## src/rtl/ram_stream_reader_pkg.sv

```systemverilog
`default_nettype none
// ============================================================================
//  Module      : ram_stream_reader_pkg
//  Description : Shared types and constants for the RAM stream reader. This
//                file holds the FSM state encoding and the skid-buffer depth
//                used by the top level and by stream_skid_fifo.
//  Ports       : none (package)
//  Revision    : 1.0 - initial release
// ============================================================================
package ram_stream_reader_pkg;

    typedef enum logic [1:0] {
        ST_IDLE = 2'd0,
        ST_RUN  = 2'd1,
        ST_DONE = 2'd2
    } state_t;

    // Two entries cover the one-cycle RAM read latency plus one word of
    // backpressure slack, which is enough to sustain one word per cycle.
    localparam int unsigned C_SKID_DEPTH = 2;
    localparam int unsigned C_SKID_CNT_W = $clog2(C_SKID_DEPTH + 1);

endpackage
`default_nettype wire

```

## src/rtl/ram_stream_reader_stream_skid_fifo.sv

```systemverilog
`default_nettype none
// ============================================================================
//  Module      : stream_skid_fifo
//  Description : Two-entry synchronous FIFO used as a skid buffer behind a
//                registered-read RAM. A push and a pop in the same cycle are
//                both honoured, including when the FIFO is full.
//  Ports       : clk, rst (sync, active-high)
//                i_push / i_data  : write side
//                i_pop            : read side, ignored when empty
//                o_data           : head entry (stable until popped)
//                o_full / o_empty : occupancy flags
//  Revision    : 1.0 - initial release
// ============================================================================
module stream_skid_fifo
    import ram_stream_reader_pkg::*;
#(
    parameter int DATA_WIDTH = 8
) (
    input  logic                  clk,
    input  logic                  rst,
    input  logic                  i_push,
    input  logic [DATA_WIDTH-1:0] i_data,
    input  logic                  i_pop,
    output logic [DATA_WIDTH-1:0] o_data,
    output logic                  o_full,
    output logic                  o_empty
);

    localparam logic [C_SKID_CNT_W-1:0] c_full_cnt = C_SKID_CNT_W'(C_SKID_DEPTH);
    localparam logic [C_SKID_CNT_W-1:0] c_one      = C_SKID_CNT_W'(1);

    logic [DATA_WIDTH-1:0]   r_mem [C_SKID_DEPTH];
    logic                    r_wr_ptr;
    logic                    r_rd_ptr;
    logic [C_SKID_CNT_W-1:0] r_count;

    logic w_do_pop;
    logic w_do_push;

    assign o_empty   = (r_count == '0);
    assign o_full    = (r_count == c_full_cnt);
    assign o_data    = r_mem[r_rd_ptr];
    assign w_do_pop  = i_pop && !o_empty;
    // A full FIFO can still take a push when the head leaves in the same cycle.
    assign w_do_push = i_push && (!o_full || w_do_pop);

    always_ff @(posedge clk) begin
        if (rst) begin
            r_wr_ptr <= 1'b0;
            r_rd_ptr <= 1'b0;
            r_count  <= '0;
            for (int i = 0; i < C_SKID_DEPTH; i++) begin
                r_mem[i] <= '0;
            end
        end else begin
            if (w_do_push) begin
                r_mem[r_wr_ptr] <= i_data;
                r_wr_ptr        <= ~r_wr_ptr;
            end
            if (w_do_pop) begin
                r_rd_ptr <= ~r_rd_ptr;
            end
            case ({w_do_push, w_do_pop})
                2'b10:   r_count <= r_count + c_one;
                2'b01:   r_count <= r_count - c_one;
                default: r_count <= r_count;
            endcase
        end
    end

endmodule
`default_nettype wire

```

## src/rtl/ram_stream_reader.sv

```systemverilog
`default_nettype none
// ============================================================================
//  Module      : ram_stream_reader
//  Description : Walks a contiguous address range on the read port of the
//                character/data RAM and emits each word on a valid/ready
//                stream. Reads are credit-limited so the 2-entry skid buffer
//                never overflows, while sustaining one word per cycle.
//  Ports       : clk, resetn (sync, active-low)
//                start, base_addr, length : transfer command (taken in IDLE)
//                busy, done               : transfer status
//                ren_b, addr_b, dout_b    : RAM read port B
//                m_valid, m_ready, m_data : output stream
//  Revision    : 1.0 - initial release
// ============================================================================
module ram_stream_reader
    import ram_stream_reader_pkg::*;
#(
    parameter int DATA_WIDTH = 8,
    parameter int ADDR_WIDTH = 8
) (
    input  logic                  clk,
    input  logic                  resetn,
    input  logic                  start,
    input  logic [ADDR_WIDTH-1:0] base_addr,
    input  logic [ADDR_WIDTH:0]   length,
    output logic                  busy,
    output logic                  done,
    output logic                  ren_b,
    output logic [ADDR_WIDTH-1:0] addr_b,
    input  logic [DATA_WIDTH-1:0] dout_b,
    output logic                  m_valid,
    input  logic                  m_ready,
    output logic [DATA_WIDTH-1:0] m_data
);

    localparam logic [ADDR_WIDTH:0] c_cnt_one = (ADDR_WIDTH+1)'(1);
    localparam logic [2:0]          c_credits = 3'(C_SKID_DEPTH);

    state_t r_state;
    state_t w_state_nxt;

    logic [ADDR_WIDTH-1:0] r_base;
    logic [ADDR_WIDTH-1:0] r_addr_last;
    logic [ADDR_WIDTH:0]   r_len;
    logic [ADDR_WIDTH:0]   r_issued;
    logic [ADDR_WIDTH:0]   r_sent;
    logic                  r_inflight;

    logic                  w_rst;
    logic                  w_pop;
    logic                  w_fifo_full;
    logic                  w_fifo_empty;
    logic [2:0]            w_occ;
    logic [2:0]            w_credit_used;
    logic                  w_can_issue;
    logic [ADDR_WIDTH-1:0] w_issue_addr;

    assign w_rst   = ~resetn;
    assign m_valid = ~w_fifo_empty;
    assign w_pop   = m_valid && m_ready;

    // Slots committed to words: buffered + in flight, less the head that is
    // leaving this very cycle. Counting the departing head as free is what
    // lets the reader keep one read in flight per cycle at full rate.
    assign w_occ         = w_fifo_full ? 3'd2 : (w_fifo_empty ? 3'd0 : 3'd1);
    assign w_credit_used = w_occ + {2'b00, r_inflight} - {2'b00, w_pop};
    assign w_can_issue   = (r_issued < r_len) && (w_credit_used < c_credits);

    // Truncation to ADDR_WIDTH gives the wrap from the top address to 0.
    assign w_issue_addr  = r_base + r_issued[ADDR_WIDTH-1:0];
    assign addr_b        = ren_b ? w_issue_addr : r_addr_last;

    always_ff @(posedge clk) begin
        if (!resetn) begin
            r_state <= ST_IDLE;
        end else begin
            r_state <= w_state_nxt;
        end
    end

    always_comb begin
        w_state_nxt = r_state;
        busy        = 1'b0;
        done        = 1'b0;
        ren_b       = 1'b0;
        case (r_state)
            ST_IDLE: begin
                if (start) begin
                    w_state_nxt = (length == '0) ? ST_DONE : ST_RUN;
                end
            end
            ST_RUN: begin
                busy  = 1'b1;
                ren_b = w_can_issue;
                if (w_pop && (r_sent == (r_len - c_cnt_one))) begin
                    w_state_nxt = ST_DONE;
                end
            end
            ST_DONE: begin
                busy        = 1'b1;
                done        = 1'b1;
                w_state_nxt = ST_IDLE;
            end
            default: begin
                w_state_nxt = ST_IDLE;
            end
        endcase
    end

    always_ff @(posedge clk) begin
        if (!resetn) begin
            r_base      <= '0;
            r_len       <= '0;
            r_issued    <= '0;
            r_sent      <= '0;
            r_addr_last <= '0;
            r_inflight  <= 1'b0;
        end else begin
            if ((r_state == ST_IDLE) && start) begin
                r_base   <= base_addr;
                r_len    <= length;
                r_issued <= '0;
                r_sent   <= '0;
            end
            if (ren_b) begin
                r_issued    <= r_issued + c_cnt_one;
                r_addr_last <= w_issue_addr;
            end
            if (w_pop) begin
                r_sent <= r_sent + c_cnt_one;
            end
            // RAM data for a read issued this cycle is valid next cycle.
            r_inflight <= ren_b;
        end
    end

    stream_skid_fifo #(
        .DATA_WIDTH (DATA_WIDTH)
    ) u_skid (
        .clk     (clk),
        .rst     (w_rst),
        .i_push  (r_inflight),
        .i_data  (dout_b),
        .i_pop   (w_pop),
        .o_data  (m_data),
        .o_full  (w_fifo_full),
        .o_empty (w_fifo_empty)
    );

endmodule
`default_nettype wire
```

## config.mk

```make
export PLATFORM = sky130hd
export DESIGN_NAME = ram_stream_reader
export DESIGN_NICKNAME = d
export VERILOG_FILES = /design/src/rtl/ram_stream_reader_pkg.sv /design/src/rtl/ram_stream_reader_stream_skid_fifo.sv /design/src/rtl/ram_stream_reader.sv
export SDC_FILE = /design/constraint.sdc
export NUM_CORES = 1
export LEC_CHECK = 0
export ABC_CLOCK_PERIOD_IN_PS = 3700
export CORE_MARGIN = 10
export CORE_UTILIZATION = 45
export CTS_CLUSTER_SIZE = 40
export DETAILED_ROUTE_END_ITERATION = 12
export PLACE_DENSITY = 0.7
export SYNTH_ARGS = -nofsm -noshare
export SYNTH_HDL_FRONTEND = slang
export SYNTH_SLANG_ARGS = --single-unit
```

## constraint.sdc

```tcl
create_clock -name clk -period 3.7 [get_ports clk]
set_clock_uncertainty 0.1 [all_clocks]
set_input_delay 0.74 -clock clk [delete_from_list [all_inputs] [get_ports clk]]
set_output_delay 0.74 -clock clk [all_outputs]
set_load 0.03 [all_outputs]
```

==> impl_results.md <==
* Die Y at around 110 um
* GR Util All Layers at 14.6%
* CTS max path bufs at 2
* Placed inst area at roughly 4500 um^2
* Max VDD drop at roughly 0.2 mV
* Ys flop type: dfxtp_1
* Relative slew slack at between 40% and 50%
* Final worst slack at -398 ps
* RSZ-0062 raised after global routing: yes
* R2R depth at 15
* Starting DRT DRC Count at 121
* Cts bufs inserted at 9
* Max-slew violations at 0
* Most common cell after layout, fill and taps aside: nand2_1
* Syn-to-layout area delta at 31.4%
* Critical register-to-register path startpoint: u_skid.r_count[0]
* Number of diodes at 0
* Clock sink count at 67
* Count of different cell masters after synthesis at 51
* Max incr delay on CP at ~390 ps
* Power Total at about 2.1 mW
* Routed wire per std cell at 14.9 um
* Leakage at between 1.5 and 2 nW
* Drt total wl at a little under 9000 um
* Fin crit share at 111%
* Max Fclk at ~240 MHz
* Pin count of the biggest net entering global routing at 24
* CTS H-tree lvls at 3
* Post-Syn Area at roughly 3700 um^2
* Yosys warnings at 0
* Effective utilization at floorplan at 45.8%
* Detailed Routing Iterations Pass 1 at 4
* Port buffer count at 48
* Commonest non-fill, non-tap cells in the layout: 57 x nand2_1, 49 x dfxtp_1, 38 x clkdlybuf4s50_1
* Grt ovf at 0
* Top cells by area, synth: dfxtp_1 27%, edfxtp_1 13%, ha_1 7.7%, nand2_1 5.9%, mux2_2 4.8%
* Max_cap viols at 0
* Io pins at 49
* Site Rows at 33
* Fin nets at around 540
* Final Cell Area at between 4000 and 5000 um^2
* Seq/Total Area, Yosys at about two fifths
* Hold Path Origin: r_base[0]
* Reg2reg setup slack at 530 ps
* Drt drc at 0
* Critical R2R Capture: r_issued[5]
* Die Width at about 110 um
* CP arrival at approximately 3300 ps
* Hold Vio Cnt, Final at 0
* Minimum clock period at a little over 4000 ps
* Status: finished, violations left
* GP Congestion at slightly below 0.9
* Antenna violations before repair at 0
* Global-route wire length before repair at about 15,000 um
* Core ar. at 8130 um^2
* Worst setup SP type: flip-flop
* Area leader, netlist: dfxtp_1
* Worst-Margin Slew at 753 ps
* Antenna-violating nets left at 0
* Number of global-route vias before repair at between 3,000 and 4,000
* Avg Cell Area, Syn at approximately 9.0 um^2
* WHS Endpoint: r_base[0]
* Fillers at just under 700
* Layout cells sized above 1 at 17.9%
* PD cells at approximately 420 nW/um^2
* Element type at the critical path end: output port
* Worst path slowest cell: or3b_4
* Worst hold-check path type: reg -> reg
* Most used cell, CP: buf_6
* Mapped Nets at approximately 470
* Critical path fanouts, max at 6
* Die area at between 10,000 and 15,000 um^2
* CP cell instances: or2_4 -> nand2_8 -> clkinv_8 -> ha_4 -> nor2b_1 -> ha_1 -> or3b_4 -> a31oi_4 -> o2111ai_4 -> a41oi_4 -> buf_12 -> buf_6 -> mux2_4 -> buf_6
* Root Driver: clkbuf_8
* Post-synth EDFFs at 16
* Hold path depth at 2
* Async SR Flop Fraction at 0%
* Seq cells post-synth at 67
* Finish-stage setup viols at 9
* DR vias/cell at 5.38
* Worst Path Required at 2860 ps
* Clock-pin slew on the worst setup and hold paths at 80 ps
* Failing checks: negative setup slack
* Yosys top cell area share at between 20% and 30%
* Vias at around 3,200
* DP HPWL at between 6000 and 7000 um
* CP Class: reg -> out
* Clock latency on the worst-skew pair at approximately 350 ps
* Post-Synthesis Cells at 412
* CTS tree: done
[synthesized netlist by cell type, types with 3 or more instances]
cell and instances:
clkbuf_1 11, inv_1 21, xnor2_1 17, nor2_1 18, or2_2 3, nor4_1 4
nand2b_1 6, nand4_1 3, xor2_1 8, o21a_1 3, nand3_1 16, a21o_1 4
a21oi_1 34, a31oi_1 11, nand3b_1 4, o21ai_0 7, ha_1 23, and3_1 4
and2_1 24, nor2b_1 3, mux2_2 16, edfxtp_1 16, nor3_1 6, mux2i_1 5
dfxtp_1 51, nor3b_1 3, nand2_1 59, o2bb2ai_1 3
[stage by stage]
| step | std cells | hold slack [ps] | setup WS, ps | TNS, ps | util (%) |
|---|---|---|---|---|---|
| after detailed placement | 568 | 363 | -1220 | -14070 | 55.0 |
| after floorplan | 412 | 341 | -74.5 | -121 | - |
| after global routing | 592 | 397 | -505 | -3900 | 60.2 |
| after global placement | 568 | 350 | -1140 | -11660 | 55.0 |
| after CTS | 591 | 373 | -475 | -3590 | 59.8 |
| final | 592 | 370 | -398 | -2950 | 60.2 |
[sequential cells by signal, summed over array words and instances, names as in the netlist, named ones only]
register and cells:
r_addr_last 8, r_base 8, r_inflight 1, r_issued 9, r_len 9, r_sent 9
r_state 2, u_skid.r_count 2, u_skid.r_mem 16, u_skid.r_rd_ptr 1, u_skid.r_wr_ptr 1
[cell families (layout without fill, tap and decap cells)]
kind of cell | count (synthesis) | count (layout) | synth area share (%)
flip-flops | 67 | 67 | 40.3
AO/OA/AOI/OAI | 77 | 77 | 13.4
buffers and inverters | 38 | 113 | 4.56
XOR/XNOR | 25 | 25 | 5.87
AND/OR/NAND/NOR | 160 | 160 | 21.5
adder cells (fa/ha/maj) | 24 | 24 | 8.26
multiplexers | 21 | 21 | 6.17
[worst max-delay path: cells and delay by family (launching register included)]
| family | cells | cell delay [ps] |
|---|---|---|
| AND/OR/NAND/NOR | 4 | 770 |
| multiplexers | 1 | 300 |
| buffers and inverters | 4 | 440 |
| adder cells (fa/ha/maj) | 2 | 520 |
| AO/OA/AOI/OAI | 3 | 540 |
| flip-flops | 1 | 320 |
[area by class of cell]
cell class	instances	area, um^2	share of cell area (%)
Tap cell	105	131	2.68
Timing Repair Buffer	74	747	15.2
Sequential cell	67	1500	30.7
Inverter	23	98.8	2.02
Multi-Input combinational cell	307	2200	44.9
Clock inverter	7	92.6	1.89
Clock buffer	9	124	2.53
[layer usage]
metal  share of wire (%)  vias up  GRT usage (%)
met5                   0        -              0
met4                 2.8        0           7.28
met3                 4.5       19           3.63
met2                  50       70           25.3
met1                  42     1515           16.2
li1                    -     1581              -
[worst max-delay path by stage]
stage,startpoint,to,slack [ps]
after floorplan,m_ready,addr_b[6],-70
after global placement,m_ready,addr_b[0],-1140
after detailed placement,m_ready,addr_b[2],-1220
after CTS,u_skid.r_count[1],addr_b[5],-470
after global routing,u_skid.r_count[0],addr_b[5],-510
final,u_skid.r_count[0],addr_b[4],-400
[repair_timing]
item | CTS | global route
pin swaps | 5 | 3
hold buffers | 0 | 0
cloned | 1 | 0
setup buffers | 6 | 1
endpoints found under the setup margin | 10 | 9
resized for setup | 58 | 5
[report_power, final]
group | switching, mW | internal [mW]
Sequential | 0.0365 | 0.793
Combinational | 0.283 | 0.270
Clock | 0.298 | 0.377
Total | 0.617 | 1.44
Note: power is estimated with default switching activity, not from simulation.
